===== src/rtl/rtc_bus_pkg.sv =====
// Shared types, timing defaults and pin decode for the RTC bus controller.
// Optional readback-verify states are compiled in with RTC_VERIFY_EN.
package rtc_bus_pkg;

  localparam int DEF_T_SETUP  = 2;
  localparam int DEF_T_STROBE = 8;
  localparam int DEF_T_HOLD   = 2;
  localparam int DEF_T_GAP    = 4;

  localparam logic OP_WR = 1'b1;
  localparam logic OP_RD = 1'b0;

  typedef enum logic [3:0] {
    IDLE,
    A_SETUP,
    A_STROBE,
    A_HOLD,
    GAP,
    D_SETUP,
    D_STROBE,
    D_HOLD,
`ifdef RTC_VERIFY_EN
    V_A_SETUP,
    V_A_STROBE,
    V_A_HOLD,
    V_GAP,
    V_D_SETUP,
    V_D_STROBE,
    V_D_HOLD,
`endif
    DONE
  } state_t;

  typedef struct packed {
    logic       a_d;
    logic       cs;
    logic       rd;
    logic       wr;
    logic       oe;
    logic [7:0] dout;
  } pins_t;

  localparam pins_t PINS_IDLE = '{a_d: 1'b1, cs: 1'b1, rd: 1'b1, wr: 1'b1, oe: 1'b0, dout: 8'h00};

  // Pin levels for a state; the address is always written with WR, even for reads.
  function automatic pins_t phase_pins(input state_t s, input logic op,
                                       input logic [7:0] a, input logic [7:0] d);
    pins_t p;
    p = PINS_IDLE;
    case (s)
      A_SETUP, A_HOLD: begin
        p.a_d = 1'b0; p.oe = 1'b1; p.dout = a;
      end
      A_STROBE: begin
        p.a_d = 1'b0; p.oe = 1'b1; p.dout = a; p.cs = 1'b0; p.wr = 1'b0;
      end
      D_SETUP, D_HOLD: begin
        if (op == OP_WR) begin
          p.oe = 1'b1; p.dout = d;
        end else begin
          p.oe = 1'b0;
        end
      end
      D_STROBE: begin
        p.cs = 1'b0;
        if (op == OP_WR) begin
          p.wr = 1'b0; p.oe = 1'b1; p.dout = d;
        end else begin
          p.rd = 1'b0;
        end
      end
`ifdef RTC_VERIFY_EN
      V_A_SETUP, V_A_HOLD: begin
        p.a_d = 1'b0; p.oe = 1'b1; p.dout = a;
      end
      V_A_STROBE: begin
        p.a_d = 1'b0; p.oe = 1'b1; p.dout = a; p.cs = 1'b0; p.wr = 1'b0;
      end
      V_D_STROBE: begin
        p.cs = 1'b0; p.rd = 1'b0;
      end
`endif
      default: p = PINS_IDLE;
    endcase
    return p;
  endfunction

endpackage


===== src/rtl/rtc_bus_ctrl_if.sv =====
// Request side and RTC pin side of the RTC bus controller.
interface rtc_bus_ctrl_if;
  logic       req_wr;
  logic       req_rd;
  logic [7:0] addr;
  logic [7:0] wdata;
  logic [7:0] bus_in;
  logic [7:0] bus_out;
  logic       bus_oe;
  logic       A_D;
  logic       CS;
  logic       RD;
  logic       WR;
  logic       busy;
  logic       done;
  logic [7:0] rdata;
  logic       err;

  modport master (
    output req_wr, req_rd, addr, wdata, bus_in,
    input  bus_out, bus_oe, A_D, CS, RD, WR, busy, done, rdata, err
  );

  modport slave (
    input  req_wr, req_rd, addr, wdata, bus_in,
    output bus_out, bus_oe, A_D, CS, RD, WR, busy, done, rdata, err
  );
endinterface


===== src/rtl/rtc_phase_timer.sv =====
// Loadable down-counter shared by all bus phases; zero marks the last phase cycle.
module rtc_phase_timer #(
  parameter int W = 8
) (
  input  logic         clk,
  input  logic         reset,
  input  logic         load,
  input  logic [W-1:0] load_val,
  output logic         zero
);

  logic [W-1:0] count_r;

  // Count down to zero and park there until reloaded.
  always_ff @(posedge clk or posedge reset) begin
    if (reset) begin
      count_r <= '0;
    end else if (load) begin
      count_r <= load_val;
    end else if (count_r != '0) begin
      count_r <= count_r - 1'b1;
    end else begin
      count_r <= count_r;
    end
  end

  assign zero = (count_r == '0);

endmodule


===== src/rtl/rtc_bus_ctrl.sv =====
// Address/data-phase transaction engine for the RTC multiplexed bus.
// Define RTC_VERIFY_EN to append an automatic readback check to every write.
module rtc_bus_ctrl
  import rtc_bus_pkg::*;
#(
  parameter int T_SETUP  = DEF_T_SETUP,
  parameter int T_STROBE = DEF_T_STROBE,
  parameter int T_HOLD   = DEF_T_HOLD,
  parameter int T_GAP    = DEF_T_GAP
) (
  input logic           clk,
  input logic           reset,
  rtc_bus_ctrl_if.slave bus
);

  state_t     state_r, state_nxt_s;
  logic       op_r, op_nxt_s;
  logic [7:0] addr_r, addr_nxt_s;
  logic [7:0] wdata_r, wdata_nxt_s;
  logic       accept_s, load_s, zero_s, capture_s;
  logic [7:0] load_val_s;
  pins_t      pins_r;
  logic       busy_r, done_r, err_r;
  logic [7:0] rdata_r;

  function automatic logic [7:0] phase_len(input state_t s);
    case (s)
      A_SETUP, D_SETUP:   return 8'(T_SETUP);
      A_STROBE, D_STROBE: return 8'(T_STROBE);
      A_HOLD, D_HOLD:     return 8'(T_HOLD);
      GAP:                return 8'(T_GAP);
`ifdef RTC_VERIFY_EN
      V_A_SETUP, V_D_SETUP:   return 8'(T_SETUP);
      V_A_STROBE, V_D_STROBE: return 8'(T_STROBE);
      V_A_HOLD, V_D_HOLD:     return 8'(T_HOLD);
      V_GAP:                  return 8'(T_GAP);
`endif
      default:            return 8'd1;
    endcase
  endfunction

  function automatic state_t next_phase(input state_t s);
    case (s)
      A_SETUP:    return A_STROBE;
      A_STROBE:   return A_HOLD;
      A_HOLD:     return GAP;
      GAP:        return D_SETUP;
      D_SETUP:    return D_STROBE;
      D_STROBE:   return D_HOLD;
`ifdef RTC_VERIFY_EN
      V_A_SETUP:  return V_A_STROBE;
      V_A_STROBE: return V_A_HOLD;
      V_A_HOLD:   return V_GAP;
      V_GAP:      return V_D_SETUP;
      V_D_SETUP:  return V_D_STROBE;
      V_D_STROBE: return V_D_HOLD;
      V_D_HOLD:   return DONE;
`endif
      default:    return IDLE;
    endcase
  endfunction

  rtc_phase_timer #(.W(8)) u_timer (
    .clk      (clk),
    .reset    (reset),
    .load     (load_s),
    .load_val (load_val_s),
    .zero     (zero_s)
  );

  // Request acceptance, next state and phase-timer reload.
  always_comb begin
    accept_s = (state_r == IDLE) && (bus.req_wr || bus.req_rd);
    if (accept_s) begin
      op_nxt_s    = bus.req_wr ? OP_WR : OP_RD;
      addr_nxt_s  = bus.addr;
      wdata_nxt_s = bus.wdata;
    end else begin
      op_nxt_s    = op_r;
      addr_nxt_s  = addr_r;
      wdata_nxt_s = wdata_r;
    end

    state_nxt_s = state_r;
    case (state_r)
      IDLE: begin
        if (accept_s) state_nxt_s = A_SETUP;
        else          state_nxt_s = IDLE;
      end
      D_HOLD: begin
        if (zero_s) begin
`ifdef RTC_VERIFY_EN
          if (op_r == OP_WR) state_nxt_s = V_A_SETUP;
          else               state_nxt_s = DONE;
`else
          state_nxt_s = DONE;
`endif
        end else begin
          state_nxt_s = state_r;
        end
      end
      DONE:    state_nxt_s = IDLE;
      default: begin
        if (zero_s) state_nxt_s = next_phase(state_r);
        else        state_nxt_s = state_r;
      end
    endcase

    load_s     = (state_nxt_s != state_r);
    load_val_s = phase_len(state_nxt_s) - 8'd1;

    // Sample on the last strobe cycle, while RD is still low.
    capture_s = zero_s && (state_r == D_STROBE) && (op_r == OP_RD);
`ifdef RTC_VERIFY_EN
    capture_s = capture_s || (zero_s && (state_r == V_D_STROBE));
`endif
  end

  // State, latched request and registered pin/status outputs.
  always_ff @(posedge clk or posedge reset) begin
    if (reset) begin
      state_r <= IDLE;
      op_r    <= OP_RD;
      addr_r  <= 8'h00;
      wdata_r <= 8'h00;
      pins_r  <= PINS_IDLE;
      busy_r  <= 1'b0;
      done_r  <= 1'b0;
      rdata_r <= 8'h00;
      err_r   <= 1'b0;
    end else begin
      state_r <= state_nxt_s;
      op_r    <= op_nxt_s;
      addr_r  <= addr_nxt_s;
      wdata_r <= wdata_nxt_s;
      pins_r  <= phase_pins(state_nxt_s, op_nxt_s, addr_nxt_s, wdata_nxt_s);
      busy_r  <= (state_nxt_s != IDLE);
      done_r  <= (state_nxt_s == DONE);
      if (capture_s) rdata_r <= bus.bus_in;
      else           rdata_r <= rdata_r;
`ifdef RTC_VERIFY_EN
      if (accept_s)                           err_r <= 1'b0;
      else if (zero_s && state_r == V_D_HOLD) err_r <= (rdata_r != wdata_r);
      else                                    err_r <= err_r;
`else
      err_r <= 1'b0;
`endif
    end
  end

  assign bus.A_D     = pins_r.a_d;
  assign bus.CS      = pins_r.cs;
  assign bus.RD      = pins_r.rd;
  assign bus.WR      = pins_r.wr;
  assign bus.bus_oe  = pins_r.oe;
  assign bus.bus_out = pins_r.dout;
  assign bus.busy    = busy_r;
  assign bus.done    = done_r;
  assign bus.rdata   = rdata_r;
  assign bus.err     = err_r;

endmodule

===== src/flat_wrapper.sv =====
// flat-port wrapper written by rule: the top's interface ports become plain ports
module rtc_bus_ctrl_flat import rtc_bus_pkg::*;
#(
  parameter int T_SETUP  = DEF_T_SETUP,
  parameter int T_STROBE = DEF_T_STROBE,
  parameter int T_HOLD   = DEF_T_HOLD,
  parameter int T_GAP    = DEF_T_GAP
)
  (clk, reset, bus_req_wr, bus_req_rd, bus_addr, bus_wdata, bus_bus_in, bus_bus_out, bus_bus_oe, bus_A_D, bus_CS, bus_RD, bus_WR, bus_busy, bus_done, bus_rdata, bus_err);
  rtc_bus_ctrl_if bus_i ();
  input logic clk;
  input logic reset;
  input wire logic [$bits(bus_i.req_wr)-1:0] bus_req_wr;
  input wire logic [$bits(bus_i.req_rd)-1:0] bus_req_rd;
  input wire logic [$bits(bus_i.addr)-1:0] bus_addr;
  input wire logic [$bits(bus_i.wdata)-1:0] bus_wdata;
  input wire logic [$bits(bus_i.bus_in)-1:0] bus_bus_in;
  output wire logic [$bits(bus_i.bus_out)-1:0] bus_bus_out;
  output wire logic [$bits(bus_i.bus_oe)-1:0] bus_bus_oe;
  output wire logic [$bits(bus_i.A_D)-1:0] bus_A_D;
  output wire logic [$bits(bus_i.CS)-1:0] bus_CS;
  output wire logic [$bits(bus_i.RD)-1:0] bus_RD;
  output wire logic [$bits(bus_i.WR)-1:0] bus_WR;
  output wire logic [$bits(bus_i.busy)-1:0] bus_busy;
  output wire logic [$bits(bus_i.done)-1:0] bus_done;
  output wire logic [$bits(bus_i.rdata)-1:0] bus_rdata;
  output wire logic [$bits(bus_i.err)-1:0] bus_err;
  assign bus_i.req_wr = bus_req_wr;
  assign bus_i.req_rd = bus_req_rd;
  assign bus_i.addr = bus_addr;
  assign bus_i.wdata = bus_wdata;
  assign bus_i.bus_in = bus_bus_in;
  assign bus_bus_out = bus_i.bus_out;
  assign bus_bus_oe = bus_i.bus_oe;
  assign bus_A_D = bus_i.A_D;
  assign bus_CS = bus_i.CS;
  assign bus_RD = bus_i.RD;
  assign bus_WR = bus_i.WR;
  assign bus_busy = bus_i.busy;
  assign bus_done = bus_i.done;
  assign bus_rdata = bus_i.rdata;
  assign bus_err = bus_i.err;
  rtc_bus_ctrl #(.T_SETUP(T_SETUP), .T_STROBE(T_STROBE), .T_HOLD(T_HOLD), .T_GAP(T_GAP)) u_core (.clk(clk), .reset(reset), .bus(bus_i));
endmodule

===== config.mk =====
export PLATFORM = sky130hd
export DESIGN_NAME = rtc_bus_ctrl_flat
export DESIGN_NICKNAME = d
export VERILOG_FILES = /design/src/rtl/rtc_bus_pkg.sv /design/src/rtl/rtc_bus_ctrl_if.sv /design/src/rtl/rtc_phase_timer.sv /design/src/rtl/rtc_bus_ctrl.sv /design/src/flat_wrapper.sv
export SDC_FILE = /design/constraint.sdc
export NUM_CORES = 1
export LEC_CHECK = 0
export ABC_CLOCK_PERIOD_IN_PS = 1950
export CORE_UTILIZATION = 30
export DETAILED_ROUTE_END_ITERATION = 7
export PLACE_DENSITY = 0.64
export SYNTH_ARGS = -nofsm -noshare
export SYNTH_HDL_FRONTEND = slang
export SYNTH_SLANG_ARGS = --single-unit

===== constraint.sdc =====
create_clock -name clk -period 1.95 [get_ports clk]
set_input_delay 0.39 -clock clk [delete_from_list [all_inputs] [get_ports clk]]
set_output_delay 0.39 -clock clk [all_outputs]
set_load 0.01 [all_outputs]

==> results of run 1 <==
sequential cells by signal (all words and copies together) (netlist names), 4 cells and up:
register / cells
u_core.bus.bus_out: 8
u_core.bus.rdata: 8
u_core.wdata_r: 8
u_core.u_timer.count_r: 8
u_core.addr_r: 8
u_core.state_r: 4
routing by layer:
metal / global-route usage / wire length, µm / vias to the layer above
met4: 0.0519 / 62 / 0
li1: - / - / 849
met1: 0.175 / 2250 / 866
met5: 0 / 0 / -
met2: 0.220 / 2560 / 53
met3: 0.0277 / 235 / 6
power by group through the flow:
stage,clock (mW),sequential [mW],combinational (mW)
after floorplan,0,1.71,1.26
after detailed placement,0,1.69,2.18
final,0.776,1.68,2.33
after global routing,0.829,1.71,2.57
after global placement,0,1.68,2.13
after CTS,0.797,1.68,2.28
cells by family after synthesis:
| logic type | share of synthesized area |
|---|---|
| AOI/OAI and AO/OA | 0.0980 |
| xor gates and xnor gates | 0.0153 |
| adders and majority gates | 0.0109 |
| buffers and inverters | 0.0359 |
| DFF | 0.569 |
| muxes | 0.127 |
| other | 0.00163 |
| and+or+nand+nor | 0.143 |
placed cells by master, fill, tap and decap left out, drive strengths merged, types with 3 or more instances in the layout:
cell           count
nand2              6
a211oi             3
nor2              13
mux2              25
o21ai              6
clkdlybuf4s50     50
inv                8
buf               32
dfstp              4
clkbuf             6
a21oi             15
nand3             13
nand2b            10
nor3               7
nor4               3
dfrtp             48
metrics by stage:
stage / instances / power (mW) / area (µm²) / hold slack [ns]
after detailed placement: 365 / 3.88 / 3130 / 0.469
after global placement: 365 / 3.81 / 3130 / 0.464
after global routing: 377 / 5.11 / 3350 / 0.432
after floorplan: 198 / 2.97 / 2310 / 0.399
after CTS: 377 / 4.75 / 3320 / 0.389
final: 377 / 4.79 / 3350 / 0.391
final timing paths:
| path | from | endpoint | slack (ns) | cells past startpoint |
|---|---|---|---|---|
| setup / recovery | u_core.u_timer.count_r[6] | u_core.bus.A_D | -0.08 | 7 |
| hold reg to reg | u_core.op_r | u_core.bus.WR | 0.49 | 1 |
| min in group clk | u_core.op_r | u_core.bus.WR | 0.49 | 1 |
| setup reg to reg | u_core.u_timer.count_r[6] | u_core.bus.A_D | -0.08 | 7 |
| hold / removal | reset | u_core.addr_r[5] | 0.39 | 2 |
| max in group asynchronous | reset | u_core.bus.CS | 1.04 | 3 |
layout make-up:
cell class | count | area [µm²]
clock buffers | 6 | 82.6
clock inverters | 2 | 38.8
fillers | 674 | 3980
inverters | 8 | 30.0
multi-input cells | 128 | 956
flip-flops and latches | 52 | 1310
well taps | 99 | 124
repair buffers | 82 | 813
timing repair:
action | CTS | global route
resized for setup | 9 | 9
buffers inserted | 4 | 1
pin swaps | 6 | 1
setup endpoints to repair | 32 | 32
worst register-to-register path: cells and delay by family (launching register included):
family | cells | cell delay (ns)
simple gates | 3 | 0.92
flops | 1 | 0.39
compound gates | 2 | 0.36
buf+inv | 2 | 0.30
==> impl_results.rst, run 1 <==
.. list-table::
   :header-rows: 1

   * - Metric
     - Value
   * - DRC viols
     - 0
   * - Number of hold buffers added after CTS
     - 0
   * - Initial Util
     - 0.313
   * - Failing checks
     - negative setup slack
   * - Portion of total power attributed to the clock network
     - 0.162
   * - Synth top area cells
     - dfrtp_1 52%, mux2_2 12%, dfstp_2 4.6%
   * - Data required, critical path
     - around 2.2 ns
   * - Largest buffer count on any clock path
     - 2
   * - Number of max-capacitance violations reported
     - 0
   * - Worst setup SP type
     - register
   * - Count of cell types in the netlist
     - 42
   * - Via density per instance
     - 4.71
   * - Relative contribution of sequential cells to total power
     - 0.350
   * - Dominant delay contributor by cell family on the critical path
     - simple AND/OR/NAND/NOR gates
   * - Minimum setup slack in the final design
     - -0.0847 ns
   * - Root Buffer
     - clkbuf_8
   * - Achievable clock frequency
     - around 500 MHz
   * - Maximum clock skew at final layout
     - 0.00744 ns
   * - Layout cell share with drive strength beyond 1
     - 0.302
   * - Floorplan Core Area
     - 7330 µm²
   * - Detail Placement HPWL
     - between 3 and 4 mm
   * - Relative area change from synthesis to final layout
     - 45.9%
   * - Post-synth EDFFs
     - 0
   * - Y dimension of the die
     - 89.5 µm
   * - Vias in the first global route
     - about 1,700
   * - Routed Wire Length
     - 5.10 mm
   * - Die extent in x
     - between 80 and 90 µm
   * - Iteration-0 DRC count of the detailed router
     - 84
   * - Period utilization
     - 1.04
   * - Number of failing hold endpoints at the final stage
     - 0
   * - Final setup violating endpoints
     - 28
   * - Pre-antenna DRT Iters
     - 4
   * - Die footprint
     - 8010 µm²
   * - Post-DRT Antenna Nets
     - 0
   * - Final GP Congestion
     - between 0.7 and 0.8
   * - Nets in the synthesized netlist
     - ~230
   * - Design internal power
     - approximately 3.1 mW
   * - Post-synth design cell area
     - 2300 µm²
   * - Yosys top cell by area
     - dfrtp_1
   * - Worst Setup Slack post-DPL
     - -0.103 ns
   * - Arrival time of data at the critical path endpoint
     - 2.28 ns
   * - Number of slew-limit violations in the final report
     - 0
   * - Sequential fraction of the synthesis area
     - 0.569
   * - Outcome
     - complete, but fails checks
   * - Average instance area after synthesis
     - 11.6 µm²
   * - Floorplan row count
     - 31
   * - # port buffers
     - 50
   * - Initial antenna violation count
     - 0
   * - GR Util All Layers
     - 0.134
   * - Async set-or-reset flop fraction in the synthesized netlist
     - 1.00
   * - Clock Latency Late Sink
     - roughly 0.30 ns
   * - Element type at the critical path end
     - register
   * - Power density of the placed cells
     - approximately 1400 nW/µm²
   * - Net Sw Power
     - roughly 1.7 mW
   * - Final min period
     - 2.03 ns
   * - Prevailing post-synth register cell
     - dfrtp_1
   * - Clock-pin slew of the registers on the worst-case setup and hold paths
     - about 0.10 ns
   * - Number of ports placed on the die boundary
     - 52
   * - Final setup TNS
     - -1.15 ns
   * - Global-route wire length before repair
     - roughly 8 mm
   * - Clock tree from TritonCTS
     - done
   * - Remaining global-route overflow
     - 0
   * - Lkg Pwr
     - around 1.4 nW
   * - Share of Yosys cell area claimed by the top area cell type
     - 0.523
   * - Peak supply drop
     - between 0.4 and 0.5 mV
   * - Switching share of power
     - 0.349
   * - Comb power frac
     - 0.488
   * - Startpoint-to-endpoint class of the critical path
     - reg2reg
   * - Synthesized instance count
     - ~200
   * - Biggest cell delay along the critical path
     - between 0.5 and 0.6 ns
   * - Utilization of the core after routing
     - 0.457
   * - Number of H-tree levels
     - 2
   * - Cell with the biggest individual delay on the critical path
     - or4_4
   * - Yosys reg bits
     - 52
   * - Buffer and inverter count on the worst path
     - 2
   * - CTS sink cnt
     - 52
   * - Cells along the critical path
     - or4_4 > buf_6 > nor3_4 > a211oi_2 > o31a_1 > buf_4 > or2_1
   * - Antenna fix cells
     - 0
   * - Crit-path max FO
     - 4
   * - Final nets
     - 307
   * - Via count
     - between 1,500 and 2,000
   * - Most frequent cell after synthesis
     - dfrtp_1
   * - Unrepaired setup endpoints after global routing
     - true
   * - Pin count of the biggest net entering global routing
     - 20
   * - Detailed-route wire length per cell
     - about 14 µm
   * - Total number of yosys warnings
     - 0
   * - Post-synth top cells
     - 48 x dfrtp_1, 25 x mux2_2, 14 x a21oi_1
   * - Number of buffers added by the clock tree synthesis step
     - 5
   * - Min-delay worst type
     - in2async
Power figures use the tool's default switching activity.
==> run 2: changes to the inputs <==
--- a/config.mk
+++ b/config.mk
@@ -7,8 +7,10 @@
 export LEC_CHECK = 0
 export ABC_CLOCK_PERIOD_IN_PS = 1950
 export CORE_UTILIZATION = 30
+export CTS_CLUSTER_DIAMETER = 40
 export DETAILED_ROUTE_END_ITERATION = 7
-export PLACE_DENSITY = 0.64
+export PLACE_DENSITY = 0.57
+export SLEW_MARGIN = 20
 export SYNTH_ARGS = -nofsm -noshare
 export SYNTH_HDL_FRONTEND = slang
 export SYNTH_SLANG_ARGS = --single-unit
==> impl_results.rst, run 2 (synthesized netlist as in run 1, its figures left out) <==
.. list-table::
   :header-rows: 1

   * - Metric
     - Value
   * - Outcome
     - complete, but fails checks
   * - Failing checks
     - negative setup slack
   * - Number of buffers added by the clock tree synthesis step
     - 5 (unchanged)
   * - Largest buffer count on any clock path
     - 2 (unchanged)
   * - Antenna fix cells
     - 0 (unchanged)
   * - Global-route wire length before repair
     - 8.21 mm (+2.6%)
   * - Detailed-route wire length per cell
     - 13.0 µm (-4.1%)
   * - Initial Util
     - 0.313 (unchanged)
   * - Routed Wire Length
     - 4.89 mm (-4.1%)
   * - # port buffers
     - 50 (unchanged)
   * - Most common cell after layout, fill and taps aside
     - clkdlybuf4s50_1
   * - Maximum clock skew at final layout
     - 0.00768 ns (+0.000247 ns)
   * - Clock-pin slew of the registers on the worst-case setup and hold paths
     - 0.10 ns (about the same)
   * - Power density of the placed cells
     - 1400 nW/µm² (-2.2%)
   * - Data required, critical path
     - 2.18 ns (about the same)
   * - Period utilization
     - 1.05 (+0.00849)
   * - Dominant delay contributor by cell family on the critical path
     - simple AND/OR/NAND/NOR gates
   * - Number of H-tree levels
     - 2 (unchanged)
   * - Layout cell share with drive strength beyond 1
     - 0.299 (-0.00360)
   * - Power, Total
     - 4.62 mW (-3.4%)
   * - Cells along the critical path
     - or4_4 > or3_4 > or3_4 > a21oi_4 > o21ai_1
   * - Biggest cell delay along the critical path
     - 0.57 ns (about the same)
   * - Via count
     - 1,763 (-0.62%)
   * - Buffer and inverter count on the worst path
     - 0 (-2)
   * - Final setup violating endpoints
     - 13 (-54%)
   * - Element type at the critical path end
     - register
   * - Via density per instance
     - 4.68 (-0.62%)
   * - Total instance count after detailed placement
     - 367 (+0.55%)
   * - Unrepaired setup endpoints after global routing
     - true
   * - Number of ports placed on the die boundary
     - 52 (unchanged)
   * - Pre-antenna DRT Iters
     - 4 (unchanged)
   * - Root Buffer
     - clkbuf_8
   * - Worst-margin pin slew
     - between 0.6 and 0.7 ns
   * - Clock tree from TritonCTS
     - done
   * - Arrival time of data at the critical path endpoint
     - 2.28 ns (about the same)
   * - Remaining global-route overflow
     - 0 (unchanged)
   * - Most used cells in the layout excluding fill and tap cells
     - 50 x clkdlybuf4s50_1, 48 x dfrtp_1, 25 x mux2_2
   * - Final cell count without fillers
     - 377 (unchanged)
   * - Floorplan Core Area
     - 7330 µm² (unchanged)
   * - Min-delay worst type
     - in2async
   * - Pin count of the biggest net entering global routing
     - 21 (+5.0%)
   * - Y dimension of the die
     - 89.5 µm (unchanged)
   * - Clock Latency Late Sink
     - 0.30 ns (about the same)
   * - Detail Placement HPWL
     - 3.62 mm (-1.0%)
   * - Final min period
     - 2.05 ns (+0.0166 ns)
   * - Initial antenna violation count
     - 0 (unchanged)
   * - Cell with the biggest individual delay on the critical path
     - or4_4
   * - Vias in the first global route
     - 1,733 (+3.8%)
   * - Final setup TNS
     - -0.814 ns (+0.333 ns)
   * - Number of failing hold endpoints at the final stage
     - 0 (unchanged)
   * - Post-DRT Antenna Nets
     - 0 (unchanged)
   * - Floorplan row count
     - 31 (unchanged)
   * - Startpoint-to-endpoint class of the critical path
     - reg2reg
   * - Minimum setup slack in the final design
     - -0.101 ns (-0.0166 ns)
   * - Worst setup SP type
     - register
   * - Lkg Pwr
     - 1.39 nW (-1.6%)
   * - Die extent in x
     - 89.5 µm (unchanged)
   * - GR Util All Layers
     - 0.135 (+0.000616)
   * - Peak supply drop
     - 0.551 mV (+10%)
   * - Relative area change from synthesis to final layout
     - 44.0%
   * - Number of max-capacitance violations reported
     - 0 (unchanged)
   * - DRC viols
     - 0 (unchanged)
   * - Final GP Congestion
     - 0.794 (+0.62%)
   * - Achievable clock frequency
     - 488 MHz (-0.81%)
   * - Cell seen most often among critical-path stages
     - or3_4
   * - Worst slew margin relative to its limit
     - 0.553
   * - Final nets
     - 307 (unchanged)
   * - Die footprint
     - 8010 µm² (unchanged)
   * - Crit-path max FO
     - 6 (+2)
   * - Iteration-0 DRC count of the detailed router
     - 127 (+51%)
   * - Number of slew-limit violations in the final report
     - 0 (unchanged)
   * - CTS sink cnt
     - 52 (unchanged)
==> run 2: changes by cell type in the layout (fill, tap and decap cells not counted), moves of 2 or more <==
cell     previous run  this run
buf_6               6         8
o21ai_1             4         2
o21ai_0             0         2
buf_12              4         2
==> run 2: timing repair <==
action / 4_1_cts / 5_1_grt
gates resized for setup: 6 / 12
setup endpoints to repair: 29 / 31
setup buffers: 0 / 2
pin swaps: 1 / 7
hold buffers: 0 / 0
==> run 2: final timing paths <==
| path | startpoint | to | slack, ns | depth (start not counted) |
|---|---|---|---|---|
| worst max-delay path | u_core.u_timer.count_r[4] | u_core.bus.WR | -0.10 | 5 |
| worst min-delay path | reset | u_core.bus.bus_out[3] | 0.40 | 2 |
| worst max register to register | u_core.u_timer.count_r[4] | u_core.bus.WR | -0.10 | 5 |
| worst min register to register | u_core.op_r | u_core.bus.WR | 0.49 | 1 |
| max in group asynchronous | reset | u_core.state_r[0] | 0.99 | 3 |
| min in group clk | u_core.op_r | u_core.bus.WR | 0.49 | 1 |
==> run 2: stage by stage <==
step	util	worst slack, ns	hold slack (ns)	cell area (µm²)
2_1_floorplan	-	-0.0983	0.399	2310
3_3_place_gp	0.426	-0.103	0.465	3120
3_5_place_dp	0.426	-0.125	0.481	3120
4_1_cts	0.443	-0.0960	0.413	3250
5_1_grt	0.451	-0.150	0.436	3310
6_report	0.451	-0.101	0.400	3310
==> run 2: final cells by class <==
class                   count  area (µm²)
multi-input cells         128         958
clock inverters             1        7.51
flip-flops and latches     52        1310
clock buffers               7        86.3
inverters                   8        30.0
repair buffers             82         796
fillers                   676        4020
well taps                  99         124
==> run 2: worst register-to-register path: cells and delay by family, from the launching register on <==
| family | cells | cell delay, ns |
|---|---|---|
| AO/OA/AOI/OAI | 2 | 0.27 |
| flip-flops | 1 | 0.38 |
| AND/OR/NAND/NOR | 3 | 1.33 |
==> run 2: power breakdown <==
part	internal (mW)	switching [mW]
combinational	1.21	1.11
sequential	1.49	0.176
clock	0.289	0.345
total	2.99	1.63
==> run 2: metal layers <==
layer | GRT usage | routed length, µm | vias to the layer above
met5 | 0 | 0 | -
met1 | 0.188 | 2360 | 856
met2 | 0.215 | 2260 | 52
li1 | - | - | 853
met3 | 0.0323 | 258 | 2
met4 | 0.0260 | 10 | 0
==> run 3: changes to the inputs <==
--- a/config.mk
+++ b/config.mk
@@ -6,6 +6,7 @@
 export NUM_CORES = 1
 export LEC_CHECK = 0
 export ABC_CLOCK_PERIOD_IN_PS = 1950
+export CAP_MARGIN = 10
 export CORE_UTILIZATION = 30
 export CTS_CLUSTER_DIAMETER = 40
 export DETAILED_ROUTE_END_ITERATION = 7
==> results of run 3 <==
Final layout, timing and power as in run 2 (identical DEF).
